--- config.mk ---
export PLATFORM = sky130hd
export DESIGN_NAME = controlador_sequenciador
export DESIGN_NICKNAME = d
export VERILOG_FILES = /design/src/rtl/controlador_sequenciador.sv
export SDC_FILE = /design/constraint.sdc
export NUM_CORES = 1
export LEC_CHECK = 0
export CAP_MARGIN = 30
export CORE_UTILIZATION = 41
export CTS_CLUSTER_SIZE = 16
export DETAILED_ROUTE_END_ITERATION = 6
export PLACE_DENSITY = 0.84
export SLEW_MARGIN = 40
export SYNTH_ARGS = -nofsm -noshare
export SYNTH_HDL_FRONTEND = slang
export SYNTH_SLANG_ARGS = --single-unit
--- constraint.sdc ---
create_clock -name CLK -period 1.9 [get_ports CLK]
set_input_delay 0.285 -clock CLK [delete_from_list [all_inputs] [get_ports CLK]]
set_output_delay 0.285 -clock CLK [all_outputs]
set_load 0.1 [all_outputs]
--- src/rtl/controlador_sequenciador.sv ---
`timescale 1ns/1ps
// controlador_sequenciador: SAP-1 six-state ring counter and control-word decoder.
// The ring steps on the falling edge, so the control word is settled for the datapath's rising edge.
module controlador_sequenciador (
  input  logic       CLK,
  input  logic       CLR,
  input  logic [3:0] Opcode,
  input  logic       Zf,
  output logic       Cp,
  output logic       Ep,
  output logic       Ej,
  output logic       Lm_n,
  output logic       CE_n,
  output logic       Li_n,
  output logic       Ei_n,
  output logic       La_n,
  output logic       Ea,
  output logic       Su,
  output logic       Eu,
  output logic       Lb_n,
  output logic       Lo_n,
  output logic [5:0] T,
  output logic       HLT
);
  localparam logic [3:0] OP_LDA = 4'b0000;
  localparam logic [3:0] OP_ADD = 4'b0001;
  localparam logic [3:0] OP_SUB = 4'b0010;
  localparam logic [3:0] OP_JMP = 4'b0011;
  localparam logic [3:0] OP_JZ  = 4'b0100;
  localparam logic [3:0] OP_OUT = 4'b1110;
  localparam logic [3:0] OP_HLT = 4'b1111;
  typedef enum logic [5:0] {
    T1 = 6'b000001,
    T2 = 6'b000010,
    T3 = 6'b000100,
    T4 = 6'b001000,
    T5 = 6'b010000,
    T6 = 6'b100000
  } state_t;
  state_t state_q, state_d;
  logic hlt_q, hlt_d;
  always_ff @(negedge CLK or posedge CLR)
    if (CLR) begin
      state_q <= T1;
      hlt_q   <= 1'b0;
    end else begin
      state_q <= state_d;
      hlt_q   <= hlt_d;
    end
  always_comb begin
    state_d = T1;
    hlt_d   = hlt_q;
    Cp = 1'b0; Ep = 1'b0; Ej = 1'b0; Ea = 1'b0; Su = 1'b0; Eu = 1'b0;
    Lm_n = 1'b1; CE_n = 1'b1; Li_n = 1'b1; Ei_n = 1'b1; La_n = 1'b1; Lb_n = 1'b1; Lo_n = 1'b1;
    if (hlt_q) state_d = state_q;
    else
      case (state_q)
        T1: begin
          state_d = T2;
          Ep = 1'b1; Lm_n = 1'b0;
        end
        T2: begin
          state_d = T3;
          Cp = 1'b1;
        end
        T3: begin
          state_d = T4;
          CE_n = 1'b0; Li_n = 1'b0;
        end
        T4: begin
          state_d = (Opcode == OP_HLT) ? T4 : T5;
          hlt_d   = (Opcode == OP_HLT);
          Ei_n = (Opcode == OP_LDA || Opcode == OP_ADD || Opcode == OP_SUB || Opcode == OP_JMP ||
                  (Opcode == OP_JZ && Zf)) ? 1'b0 : 1'b1;
          Lm_n = (Opcode == OP_LDA || Opcode == OP_ADD || Opcode == OP_SUB) ? 1'b0 : 1'b1;
          Ej   = (Opcode == OP_JMP || (Opcode == OP_JZ && Zf));
          Ea   = (Opcode == OP_OUT);
          Lo_n = (Opcode == OP_OUT) ? 1'b0 : 1'b1;
        end
        T5: begin
          state_d = T6;
          CE_n = (Opcode == OP_LDA || Opcode == OP_ADD || Opcode == OP_SUB) ? 1'b0 : 1'b1;
          La_n = (Opcode == OP_LDA) ? 1'b0 : 1'b1;
          Lb_n = (Opcode == OP_ADD || Opcode == OP_SUB) ? 1'b0 : 1'b1;
        end
        T6: begin
          state_d = T1;
          Eu   = (Opcode == OP_ADD || Opcode == OP_SUB);
          La_n = (Opcode == OP_ADD || Opcode == OP_SUB) ? 1'b0 : 1'b1;
          Su   = (Opcode == OP_SUB);
        end
        default: state_d = T1;
      endcase
  end
  assign T   = state_q;
  assign HLT = hlt_q;
endmodule

==> flow_summary.json, run 1 <==
{
  "yosys-mux-area-fraction_pct": 0,
  "num_rows": 13,
  "synth_area_leader_cell": "dfrtn_1",
  "status": "stopped before the end",
  "syn-cell-area_um2": 649,
  "synth_edf_count": 0,
  "postSynthCellCount": 80,
  "stop_error": "[ERROR DPL-0038] Utilization greater than 100%, impossible to legalize",
  "io_pins": 27,
  "synth_compound_area_share_pct": 16.4,
  "routabilityCongestion": 0.820,
  "synth_cell_types": 38,
  "fp.dieH_um": 41.8,
  "synth-xor-area-share_pct": 2.70,
  "yosys.area_share.adder_pct": 0,
  "yosys.area_share.simple_pct": 46.6,
  "synth.most_common_cell": "nor2_1",
  "synth_top_family_by_area": "simple AND/OR/NAND/NOR gates",
  "lastStage": "3_5_place_dp",
  "yosysSeqAreaShare_pct": 27.2,
  "synth.avg_cell_area_um2": 8.12,
  "yosys_warnings": 0,
  "initial_core_util_pct": 47.0,
  "io_buffers": 26,
  "die_w_um": 41.8,
  "synth_flop_cell": "dfrtn_1",
  "ys_top_cells_by_area": "dfrtn_1 (23%), a21o_1 (4.6%), nor2_1 (4.6%), dfstp_2 (4.0%), nand2_1 (4.0%)",
  "async_flop_share_pct": 100,
  "yosys-top-cells-count": "nor2_1 (8), nand2_1 (7), dfrtn_1 (6), clkbuf_1 (5)",
  "synth_fp_nets": 87,
  "synth-seq-cells": 7,
  "synth.top_cell.area_share_pct": 23.1
}
[per-stage QoR]
step / setup TNS, ns / cell area [um^2] / setup WS [ns] / hold slack [ns]
2_1_floorplan: -23.45 / 803 / -2.00 / 0.684
3_3_place_gp: -12.66 / 1400 / -0.927 / 0.582
[cells by family after synthesis]
family / Yosys count
and+or+nand+nor: 47
AOI/OAI and AO/OA: 14
buffers and inverters: 10
DFF: 7
xor gates and xnor gates: 2
==> run 2: changes to the inputs <==
Settings changed: CORE_AREA from default to 2 2 63 65, CORE_UTILIZATION 41 to default, CTS_CLUSTER_SIZE 16 to default, DIE_AREA from default to 0 0 65 67, PLACE_DENSITY 0.84 to default, PLACE_DENSITY_LB_ADDON from default to 0.15.
==> run 2 against run 1 <==
Compared with the run above: the flow now finishes, with violations (setup timing); synthesized cell count unchanged; area after synthesis unchanged.
==> flow_summary.json, run 2 <==
{
  "rsz0062_at_grt": "true",
  "synth_flop_cell": "dfrtn_1",
  "grt_use_met2_pct": 23.6,
  "grt_util_met3_pct": 2.87,
  "grt_overflow_total": 0,
  "area_delta_synth_final_pct": 167,
  "leakagePower_uw": 0.000755,
  "ir_drop_mv": 0.168,
  "synth.top_cell.area_share_pct": 23.1,
  "drv_slew": 0,
  "largest_reg_flops": 6,
  "die_w_um": 65,
  "crit_type": "reg2out",
  "post-route-util_pct": 48.1,
  "crit_path_end_kind": "output port",
  "synth.avg_cell_area_um2": 8.12,
  "grt_use_total_pct": 13.7,
  "cts_max_path_buffers": 2,
  "cts_root_buffer": "clkbuf_8",
  "hold_viol": 0,
  "required_ns": 1.62,
  "ys_top_cells_by_area": "dfrtn_1 (23%), a21o_1 (4.6%), nor2_1 (4.6%), dfstp_2 (4.0%), nand2_1 (4.0%)",
  "fill_cells": 348,
  "regArea_um2": 180,
  "initial_core_util_pct": 18.0,
  "yosysSeqAreaShare_pct": 27.2,
  "grt_max_degree": 9,
  "holdWs_ns": 0.738,
  "fin_skew_ns": 0.0440,
  "antenna_found_initial": 0,
  "regToRegSetupSlack_ns": 0.27,
  "yosys-top-cells-count": "nor2_1 (8), nand2_1 (7), dfrtn_1 (6), clkbuf_1 (5)",
  "status": "finished, violations left",
  "crit_arrival_ns": 2.75,
  "final_cell_mix": "buf_4 (28), buf_12 (21), buf_6 (14), nand2_1 (7), dfrtn_1 (6)",
  "top_usage_layer": "met2",
  "grt_pass1_vias": 894,
  "yosys-mux-area-fraction_pct": 0,
  "synth-seq-cells": 7,
  "cts-buffers-inserted": 3,
  "placed_area_um2": 1510,
  "max_slew.worst_pin.slew_ns": 0.344,
  "r2r-end": "T[0]",
  "p_total_uw": 421,
  "final_common_cell": "buf_4",
  "met1_usage_pct": 16.2,
  "core_um2": 3610,
  "ant_nets": 0,
  "synth_compound_area_share_pct": 16.4,
  "syn-cell-area_um2": 649,
  "drive_gt1_share_pct": 62.6,
  "holdPathStages": 4,
  "clk_latency_ns": 0.30,
  "io_pins": 27,
  "synth_edf_count": 0,
  "setup_viol": 20,
  "regToRegStartpoint": "T[0]",
  "diodes": 0,
  "synth-xor-area-share_pct": 2.70,
  "critical_path.startpoint_type": "flop",
  "viasPerCell": 4.40,
  "cts.sinks": 7,
  "async_flop_share_pct": 100,
  "cts_tree": "yes",
  "drc": 0,
  "yosys_warnings": 0,
  "design_area_um2": 1730,
  "vias": 858,
  "grt_pass1_wl_mm": 4.35,
  "fp.dieH_um": 67,
  "setup_tns_ns": -17.54,
  "synth_fp_nets": 87,
  "hold_end": "T[4]",
  "synth_top_family_by_area": "simple AND/OR/NAND/NOR gates",
  "drt-total-wl_mm": 2.60,
  "hold_class": "reg2reg",
  "synth_cell_types": 38,
  "multiInputGateArea_um2": 579,
  "hpwl_mm": 2.06,
  "io_buffers": 26,
  "yosys.area_share.adder_pct": 0,
  "slew_headroom_pct": 76.9,
  "cts_hold_buf": 0,
  "clkTransAtPathRegs_ns": 0.03,
  "synth.most_common_cell": "nor2_1",
  "reg2reg_depth": 5,
  "worst_slack_ns": -1.14,
  "p_per_area_nw_per_um2": 243,
  "routabilityCongestion": 0.760,
  "die-area_um2": 4360,
  "cp_max_fo": 4,
  "nets": 155,
  "drtIter0Drc": 18,
  "first_pass_iters": 4,
  "min_from": "T[4]",
  "postSynthCellCount": 80,
  "avgRoutedWirePerCell_um": 13.3,
  "maxCapViolCount": 0,
  "num_rows": 22,
  "failed_checks": "setup timing",
  "cts_max_level": 1,
  "yosys.area_share.simple_pct": 46.6,
  "synth_area_leader_cell": "dfrtn_1"
}
-- run 2: cell type report --
type	count	area share, %
clock inverters	1	0.216
well taps	48	3.46
repair buffers	70	49.5
inverters	2	0.433
multi-input cells	63	33.4
flip-flops and latches	7	10.4
clock buffers	4	2.60
-- run 2: logic make-up after synthesis --
family                 count (synthesis)
AO/OA/AOI/OAI                         14
XOR/XNOR                               2
buffers and inverters                 10
flip-flops                             7
AND/OR/NAND/NOR                       47
-- run 2: through the flow --
step / setup slack (ns) / instances
2_1_floorplan: -2.00 / 80
3_3_place_gp: -0.934 / 180
3_5_place_dp: -0.934 / 180
4_1_cts: -1.15 / 192
5_1_grt: -1.21 / 195
6_report: -1.14 / 195
-- run 2: critical path: stages, from the launching register on --
cell,delay (ns)
dfrtn_1,0.40
nor4_4,0.36
nand2_4,0.07
buf_4,0.16
a2111o_2,0.37
buf_12,0.18
-- run 2: power by group --
group / leakage, uW / switching (uW) / internal, uW / total, uW
sequential: 0.0000795 / 0 / 150 / 150
clock: 0.0000281 / 77.7 / 149 / 227
combinational: 0.000648 / 22.9 / 21.3 / 44.3
-- run 2: worst max path at each step --
stage	from	endpoint	slack, ns	cells past startpoint
4_1_cts	T[5]	Ei_n	-1.15	5
2_1_floorplan	T[2]	Cp	-2.00	3
6_report	T[5]	Ei_n	-1.14	5
5_1_grt	T[5]	Ej	-1.21	5
3_3_place_gp	T[0]	Lo_n	-0.93	4
3_5_place_dp	T[0]	Lo_n	-0.93	4
-- run 2: routing by layer --
layer | routed length, um | vias to the layer above
met1 | 1070 | 404
met4 | 53 | 0
met3 | 111 | 5
li1 | - | 426
met2 | 1370 | 23
met5 | 0 | -
-- run 2: repair_timing --
item / 4_1_cts / 5_1_grt
setup buffers: 8 / 5
pin swaps: 9 / 2
resized for setup: 24 / 7
endpoints found under the hold margin: 0 / 0
endpoints found under the setup margin: 23 / 20
No activity file was read; power rests on OpenSTA's default activity.
==> run 3: changes to the inputs <==
Settings changed: HOLD_SLACK_MARGIN from default to 0.08.
==> results of run 3 <==
The final DEF is identical to that of run 2; final timing and power are the same.
